[src/rtl/ldl_round_pkg.sv]
`default_nettype none
// ============================================================================
// Package : ldl_round_pkg
// Brief   : Shared FSM encoding and beat-counter sizing for the packet mux.
// Rev     : 1.0  initial release
// ============================================================================
package ldl_round_pkg;

    typedef enum logic [0:0] {
        ST_IDLE = 1'b0,
        ST_LOCK = 1'b1
    } state_t;

    // Counter must be able to hold MAX_BEATS itself, hence the +1.
    function automatic int beat_cnt_width(input int max_beats);
        return $clog2(max_beats + 1);
    endfunction

endpackage
`default_nettype wire

[src/rtl/ldl_pipe_reg.sv]
`default_nettype none
// ============================================================================
// Module : ldl_pipe_reg
// Brief  : Single-stage valid/ready output register with full-throughput refill.
// Rev    : 1.0  initial release
// ============================================================================
module ldl_pipe_reg #(
    parameter int WIDTH = 8
) (
    input  logic             clk,
    input  logic             rst,
    input  logic             in_valid,
    output logic             in_ready,
    input  logic [WIDTH-1:0] in_data,
    output logic             out_valid,
    input  logic             out_ready,
    output logic [WIDTH-1:0] out_data
);

    assign in_ready = !out_valid || out_ready;

    always_ff @(posedge clk) begin
        if (rst) begin
            out_valid <= 1'b0;
            out_data  <= '0;
        end else if (in_ready) begin
            out_valid <= in_valid;
            if (in_valid) begin
                out_data <= in_data;
            end
        end
    end

endmodule
`default_nettype wire

[src/rtl/ldl_round_pkt_mux.sv]
`default_nettype none
// ============================================================================
// Module : ldl_round_pkt_mux
// Brief  : Packet-granular N:1 mux; locks onto an arbiter-granted source until
//          end of packet or MAX_BEATS truncation.
// Rev    : 1.0  initial release
// ============================================================================
module ldl_round_pkt_mux
    import ldl_round_pkg::*;
#(
    parameter  int BIN_WIDTH  = 3,
    parameter  int COS_WIDTH  = 2,
    parameter  int DATA_WIDTH = 32,
    parameter  int MAX_BEATS  = 256,
    localparam int N          = 1 << BIN_WIDTH
) (
    input  logic                      clk,
    input  logic                      rst,
    input  logic [N-1:0]              src_valid,
    input  logic [N-1:0]              src_last,
    input  logic [N*DATA_WIDTH-1:0]   src_data,
    input  logic [N*COS_WIDTH-1:0]    src_cos,
    output logic [N-1:0]              src_ready,
    output logic [N-1:0]              arb_req,
    output logic [N*COS_WIDTH-1:0]    arb_cos,
    input  logic                      arb_ack,
    input  logic [BIN_WIDTH-1:0]      arb_bin,
    output logic                      out_valid,
    input  logic                      out_ready,
    output logic                      out_last,
    output logic [DATA_WIDTH-1:0]     out_data,
    output logic [BIN_WIDTH-1:0]      out_src,
    output logic                      err_trunc
);

    localparam int                 CNT_W    = beat_cnt_width(MAX_BEATS);
    localparam logic [CNT_W-1:0]   LAST_CNT = CNT_W'(MAX_BEATS - 1);
    localparam int                 PAY_W    = DATA_WIDTH + BIN_WIDTH + 1;

    state_t                 state;
    state_t                 state_nxt;
    logic [BIN_WIDTH-1:0]   grant;
    logic [CNT_W-1:0]       beat_cnt;
    logic                   accept;
    logic                   last_beat;
    logic                   trunc;
    logic                   pipe_in_ready;
    logic [PAY_W-1:0]       pipe_in_data;
    logic [PAY_W-1:0]       pipe_out_data;
    logic [DATA_WIDTH-1:0]  data_arr [N];

    generate
        for (genvar i = 0; i < N; i++) begin : g_unpack
            assign data_arr[i] = src_data[i*DATA_WIDTH +: DATA_WIDTH];
        end
    endgenerate

    assign arb_cos = src_cos;

    always_comb begin
        state_nxt = state;
        arb_req   = '0;
        src_ready = '0;
        accept    = 1'b0;
        trunc     = 1'b0;
        // The beat landing on the counter's last slot is forced to close the packet.
        last_beat = src_last[grant] || (beat_cnt == LAST_CNT);
        case (state)
            ST_IDLE: begin
                arb_req = src_valid;
                if (arb_ack && src_valid[arb_bin]) begin
                    state_nxt = ST_LOCK;
                end
            end
            ST_LOCK: begin
                src_ready[grant] = pipe_in_ready;
                accept           = src_valid[grant] && pipe_in_ready;
                trunc            = accept && !src_last[grant] && (beat_cnt == LAST_CNT);
                if (accept && last_beat) begin
                    state_nxt = ST_IDLE;
                end
            end
            default: state_nxt = ST_IDLE;
        endcase
    end

    always_ff @(posedge clk) begin
        if (rst) begin
            state     <= ST_IDLE;
            grant     <= '0;
            beat_cnt  <= '0;
            err_trunc <= 1'b0;
        end else begin
            state     <= state_nxt;
            err_trunc <= trunc;
            if (state == ST_IDLE && state_nxt == ST_LOCK) begin
                grant    <= arb_bin;
                beat_cnt <= '0;
            end else if (accept) begin
                beat_cnt <= beat_cnt + CNT_W'(1);
            end
        end
    end

    assign pipe_in_data = {last_beat, grant, data_arr[grant]};

    ldl_pipe_reg #(
        .WIDTH (PAY_W)
    ) u_out_reg (
        .clk       (clk),
        .rst       (rst),
        .in_valid  (accept),
        .in_ready  (pipe_in_ready),
        .in_data   (pipe_in_data),
        .out_valid (out_valid),
        .out_ready (out_ready),
        .out_data  (pipe_out_data)
    );

    assign out_last = pipe_out_data[PAY_W-1];
    assign out_src  = pipe_out_data[DATA_WIDTH +: BIN_WIDTH];
    assign out_data = pipe_out_data[DATA_WIDTH-1:0];

endmodule
`default_nettype wire

[config.mk]
export PLATFORM = sky130hd
export DESIGN_NAME = ldl_round_pkt_mux
export DESIGN_NICKNAME = d
export VERILOG_FILES = /design/src/rtl/ldl_round_pkg.sv /design/src/rtl/ldl_pipe_reg.sv /design/src/rtl/ldl_round_pkt_mux.sv
export SDC_FILE = /design/constraint.sdc
export NUM_CORES = 1
export LEC_CHECK = 0
export ABC_AREA = 1
export CORE_AREA = 2 2 141 143
export DETAILED_ROUTE_END_ITERATION = 7
export DIE_AREA = 0 0 143 145
export DONT_BUFFER_PORTS = 1
export PLACE_DENSITY = 0.35
export SETUP_SLACK_MARGIN = 0.3
export SLEW_MARGIN = 5
export SYNTH_ARGS = -nofsm -noshare
export SYNTH_HDL_FRONTEND = slang
export SYNTH_SLANG_ARGS = --single-unit
[constraint.sdc]
create_clock -name clk -period 1.6 [get_ports clk]
set_clock_uncertainty 0.15 [all_clocks]
set_input_delay 0.48 -clock clk [delete_from_list [all_inputs] [get_ports clk]]
set_output_delay 0.48 -clock clk [all_outputs]
set_load 0.05 [all_outputs]
Word level (Yosys, flattened, before mapping)
Index checks and enable logic that the tools add are counted. Widths: inputs -> output; s select.

Output and inout port bits: 70. Logic and storage cells: 46. Flip-flop bits (word level): 51. Input port bits: 295.

Reductions and logical operators: 14. Bitwise logic cells: 3. Eq/ne operators: 1. Multiplexer cells: 17. Magnitude comparators: 4. $add $sub $neg: 1.

Operators by type and width (number): $bmux 32 s3 (1); $mux 32 (2); $mux 8 (2); $add 9x1->9 const B (1); $bmux 1 s3 (3); $eq 9x8->1 const B (1); $and 8x8->8 (1); $lt 3x4->1 const B (2); $logic_and 1x1->1 (7); $mux 1 (7); $ge 4x4->1 const B (1); $not 3->4 (1); $reduce_or 2->1 (2); $demux 1 s3 (1); $ge 3x1->1 const B (1); $logic_not 1->1 (2); $logic_or 1x1->1 (2); $pmux 1 s2 (1); $reduce_and 2->1 (1); $not 1->1 (1).

Longest topological paths before layout
Gate-level depths: netlist of run 1.

Word-level depth: 8. Mapped depth: 10.

Hierarchy
From an unflattened synthesis of run 1, not the netlist that was laid out.

Cells, all modules: 877. Area total of the unflattened synthesis: 4858.4 sq um.

Modules (own cells, without submodules): ldl_round_pkt_mux (instances 1, area each 3190.6 sq um, cells each 636); ldl_pipe_reg (instances 1, area each 1667.8 sq um, cells each 241).

Least setup slack after synthesis of run 1
Ideal clock, no wire load.

Path type: flip-flop to output port. Start point: register grant[0]. End point: output port src_ready[0]. Data required time: 0.970 ns. Cell stages (with the launch flop): 6. Setup slack: -0.746 ns. Arrival time: 1.716 ns. Path buffers: 2. Cell sequence: dfxtp_1 -> inv_2 -> buf_2 -> clkbuf_1 -> nand2_1 -> nor2_1.

Longest elaborated chain between the ends: 6. Elaborated cells on any way between the ends: 7.

Ends and longest elaborated chain: start, declared (line ldl_round_pkt_mux.sv:42) `logic [BIN_WIDTH-1:0] grant;`; start signal, assigned (line ldl_round_pkt_mux.sv:97) `grant <= arb_bin;`; $lt 3x4->1 (not written as such) or $ge 3x1->1 (tied branches) (line ldl_round_pkt_mux.sv:76) `src_ready[grant] = pipe_in_ready;`; $logic_and 1x1->1 (not written as such) (line ldl_round_pkt_mux.sv:76); $mux 1 (not written as such) (line ldl_round_pkt_mux.sv:76); $demux 1 s3 * (line ldl_round_pkt_mux.sv:76); $and 8x8->8 (no line) *; $mux 8 * (line ldl_round_pkt_mux.sv:68) `case (state)`; end, declared (line ldl_round_pkt_mux.sv:23) `output logic [N-1:0] src_ready,`.

Every way passes the cells marked *; elsewhere a longest branch is shown, timed or not.

Worst setup path in the final report of run 1
Start point: register grant[2]. End point: output port src_ready[2].

Same word-level chain as after synthesis.

==> flow_metrics.env, run 1 <==
export IMPL_status="complete, but fails checks"
export IMPL_violations="setup timing"
export IMPL_dieArea_mm2=0.0207
export IMPL_grt_total_usage_pct=18.6
export IMPL_worst_pin_slew_ns=0.419
export IMPL_ctsHtreeMaxLevel=2
export IMPL_maxSlewViolCount=0
export IMPL_critPathCaptureType="output pin"
export IMPL_grt_max_degree=74
export IMPL_netlist_area_mm2=0.00431
export IMPL_drv_cap=0
export IMPL_firstDrtPassIters=5
export IMPL_min_to="u_out_reg.out_data[35]"
export IMPL_ant_nets=0
export IMPL_synthToLayoutAreaGrowth_pct=70.2
export IMPL_wl_um=20400
export IMPL_drt_iter0_drc=388
export IMPL_viasPerCell=5.02
export IMPL_switching_share_pct=39.6
export IMPL_min_period_over_period_pct=121
export IMPL_slowest_delay_ns=0.38
export IMPL_p_switching_mw=2.30
export IMPL_fmax_ghz=0.518
export IMPL_antenna_found_initial=1
export IMPL_vdd_drop_max_mv=0.388
export IMPL_synth_cells=783
export IMPL_io_pin_count=365
export IMPL_cts_buffer_depth=2
export IMPL_first_global_vias=5577
export IMPL_start_util_pct=22.4
export IMPL_cts_hold_buffers_added=0
export IMPL_nFillCells=2048
export IMPL_grt_pass1_wl_um=30100
export IMPL_yosysWarningCount=0
export IMPL_power_mw=5.80
export IMPL_fin_nets=1158
export IMPL_path_cells="buf_12, nor2_4, inv_2, nor2_4, buf_12"
export IMPL_slowest_stage="dfxtp_4"
export IMPL_route_vias_total=5652
export IMPL_synth_main_ff_cell="dfxtp_1"
export IMPL_period_minus_slack_ns=1.93
export IMPL_setup_viol=64
export IMPL_r2r_start="grant[0]"
export IMPL_power_frac_seq_pct=25.5
export IMPL_p_leak_nw=3.01
export IMPL_rows=51
export IMPL_clk_pin_slew_ns=0.07
export IMPL_path_class="reg -> out"
export IMPL_die_y_um=145
export IMPL_reg2reg_setup_slack_ns=-0.31
export IMPL_post_synth_num_cell_types=24
export IMPL_hold_depth=1
export IMPL_place_gp_congestion=0.891
export IMPL_ys_seq_elements=51
export IMPL_drc=0
export IMPL_startpoint_type="flip-flop"
export IMPL_core_area_mm2=0.0192
export IMPL_preCtsSetupSlack_ns=-0.147
export IMPL_dp_hpwl_um=14700
export IMPL_clockPowerShare_pct=22.9
export IMPL_hp_class="in -> reg"
export IMPL_hold_viol_final=0
export IMPL_syn_avg_cell_area_um2=5.51
export IMPL_rsz0062_at_grt="true"
export IMPL_wl_per_cell_um=18.1
export IMPL_critPathRequiredTime_ns=0.97
export IMPL_cts_tree="yes"
export IMPL_synthArstFlopShare_pct=0
export IMPL_insertion_delay_ns=0.30
export IMPL_multi_input_comb_area_mm2=0.00344
export IMPL_combPwrFrac_pct=51.6
export IMPL_synth_fp_nets=1080
export IMPL_drive_above_1_share_pct=39.1
export IMPL_intPower_mw=3.50
export IMPL_cts_buffers=5
export IMPL_r2r_cells=10
export IMPL_area_sequential_mm2=0.00109
export IMPL_cp_max_fo=4
export IMPL_portBuffers=0
export IMPL_hp_start="rst"
export IMPL_fp_dieW_um=143
export IMPL_hold_ws_ns=0.0713
export IMPL_ys_seq_area_share_pct=23.7
export IMPL_diodes=0
export IMPL_arrival_ns=1.30
export IMPL_fin_ws_ns=-0.331
export IMPL_max_slew_margin_pct=71.8
export IMPL_numClockSinks=51
export IMPL_grt_overflow_total=0
export IMPL_synth_edf_count=0
export IMPL_cts_root_buffer="clkbuf_16"
export IMPL_r2r_end="u_out_reg.out_data[21]"
export IMPL_powerDensity_mw_per_mm2=790
## layout make-up
cell class / count / share of cell area [%]
inverter: 31 / 2.17
sequential: 51 / 14.8
timing repair buffer: 142 / 29.2
multi-input combinational: 630 / 46.8
tap: 265 / 4.52
clock buffer: 6 / 1.89
clock inverter: 2 / 0.529
## per-layer routing
layer / part of all wire [%] / global-route usage, %
met1: 41 / 23.1
met2: 48 / 30.6
met3: 9.4 / 6.07
met4: 1.9 / 5.20
met5: 0.064 / 0
## what timing repair did
| action | in CTS | in global routing |
|---|---|---|
| setup buffers | 28 | 1 |
| gates resized for setup | 247 | 83 |
| cloned | 12 | 1 |
| pin swaps | 54 | 47 |
| endpoints found under the setup margin | 102 | 104 |
## power groups by stage
stage               Clock (mW)  Combinational [mW]  Sequential, mW
floorplan                    0                1.27            1.76
global placement             0                2.13            1.45
CTS                       1.40                2.85            1.47
global route              1.44                3.23            1.49
finish                    1.33                2.99            1.48
detailed placement           0                2.14            1.45
## sequential cells by signal, summed over array words and instances, names as in the netlist
name / cells
beat_cnt: 9
err_trunc: 1
grant: 3
state: 1
u_out_reg.out_data: 36
u_out_reg.out_valid: 1
## cells by family (layout without fill, tap and decap cells)
| logic type | after synthesis | after routing | share of synthesized area [%] |
|---|---|---|---|
| adders and majority gates | 2 | 2 | 0.580 |
| AOI/OAI and AO/OA | 211 | 211 | 26.6 |
| DFF | 51 | 51 | 23.7 |
| and+or+nand+nor | 411 | 411 | 36.7 |
| buffers and inverters | 102 | 181 | 11.2 |
| xor gates and xnor gates | 6 | 6 | 1.22 |
## synth_stat cells, drive strengths merged, types with 3 or more instances
library cell / number / area share [%]
buf: 41 / 5.9
nor2: 260 / 23
inv: 30 / 2.6
o21ai: 132 / 15
nand4: 5 / 0.73
dfxtp: 51 / 24
o22ai: 64 / 9.3
clkbuf: 30 / 2.6
nand2: 129 / 11
o211ai: 3 / 0.52
a21oi: 12 / 1.4
nand3: 13 / 1.5
xor2: 4 / 0.81
## metrics by stage
step                      utilization [%]  std cells  area (um^2)  setup TNS (ns)
after global routing                 38.2       1127         7340          -21.11
after floorplan                         -        783         4550           -1.23
after CTS                            36.6       1125         7020          -15.81
after detailed placement             28.7       1077         5510           -6.15
after global placement               28.7       1077         5510           -4.56
final                                38.2       1127         7340          -15.92
## critical path: cells and delay by family (launching register included)
family                 cells  cell delay (ns)
buffers and inverters      3             0.35
flip-flops                 1             0.38
AND/OR/NAND/NOR            2             0.27
## how the worst max path moves through the flow
stage / cells after the start / to / start
after CTS: 6 / src_ready[6] / u_out_reg.out_valid
after detailed placement: 10 / u_out_reg.out_data[15] / grant[1]
after floorplan: 5 / src_ready[1] / grant[0]
after global placement: 8 / u_out_reg.out_data[7] / grant[1]
after global routing: 6 / src_ready[3] / u_out_reg.out_valid
final: 5 / src_ready[2] / grant[2]
## cell usage in the layout (no fill, tap or decap), drive strengths merged
| cell | n |
|---|---|
| nand2 | 129 |
| a21oi | 12 |
| o21ai | 132 |
| clkinv | 1 |
| clkbuf | 7 |
| or2 | 2 |
| xor2 | 4 |
| o211ai | 3 |
| nand3 | 13 |
| bufbuf | 1 |
| dfxtp | 51 |
| ha | 2 |
| nor3 | 2 |
| inv | 31 |
| bufinv | 1 |
| xnor2 | 2 |
| nor2 | 260 |
| nand4 | 5 |
| buf | 140 |
| o22ai | 64 |
No activity file was read; power rests on OpenSTA's default activity.
==> inputs of run 2 (changes only) <==
--- a/config.mk
+++ b/config.mk
@@ -7,6 +7,7 @@
 export LEC_CHECK = 0
 export ABC_AREA = 1
 export CORE_AREA = 2 2 141 143
+export CTS_CLUSTER_DIAMETER = 100
 export DETAILED_ROUTE_END_ITERATION = 7
 export DIE_AREA = 0 0 143 145
 export DONT_BUFFER_PORTS = 1
==> results of run 2 <==
Final layout, timing and power as in run 1 (identical DEF).
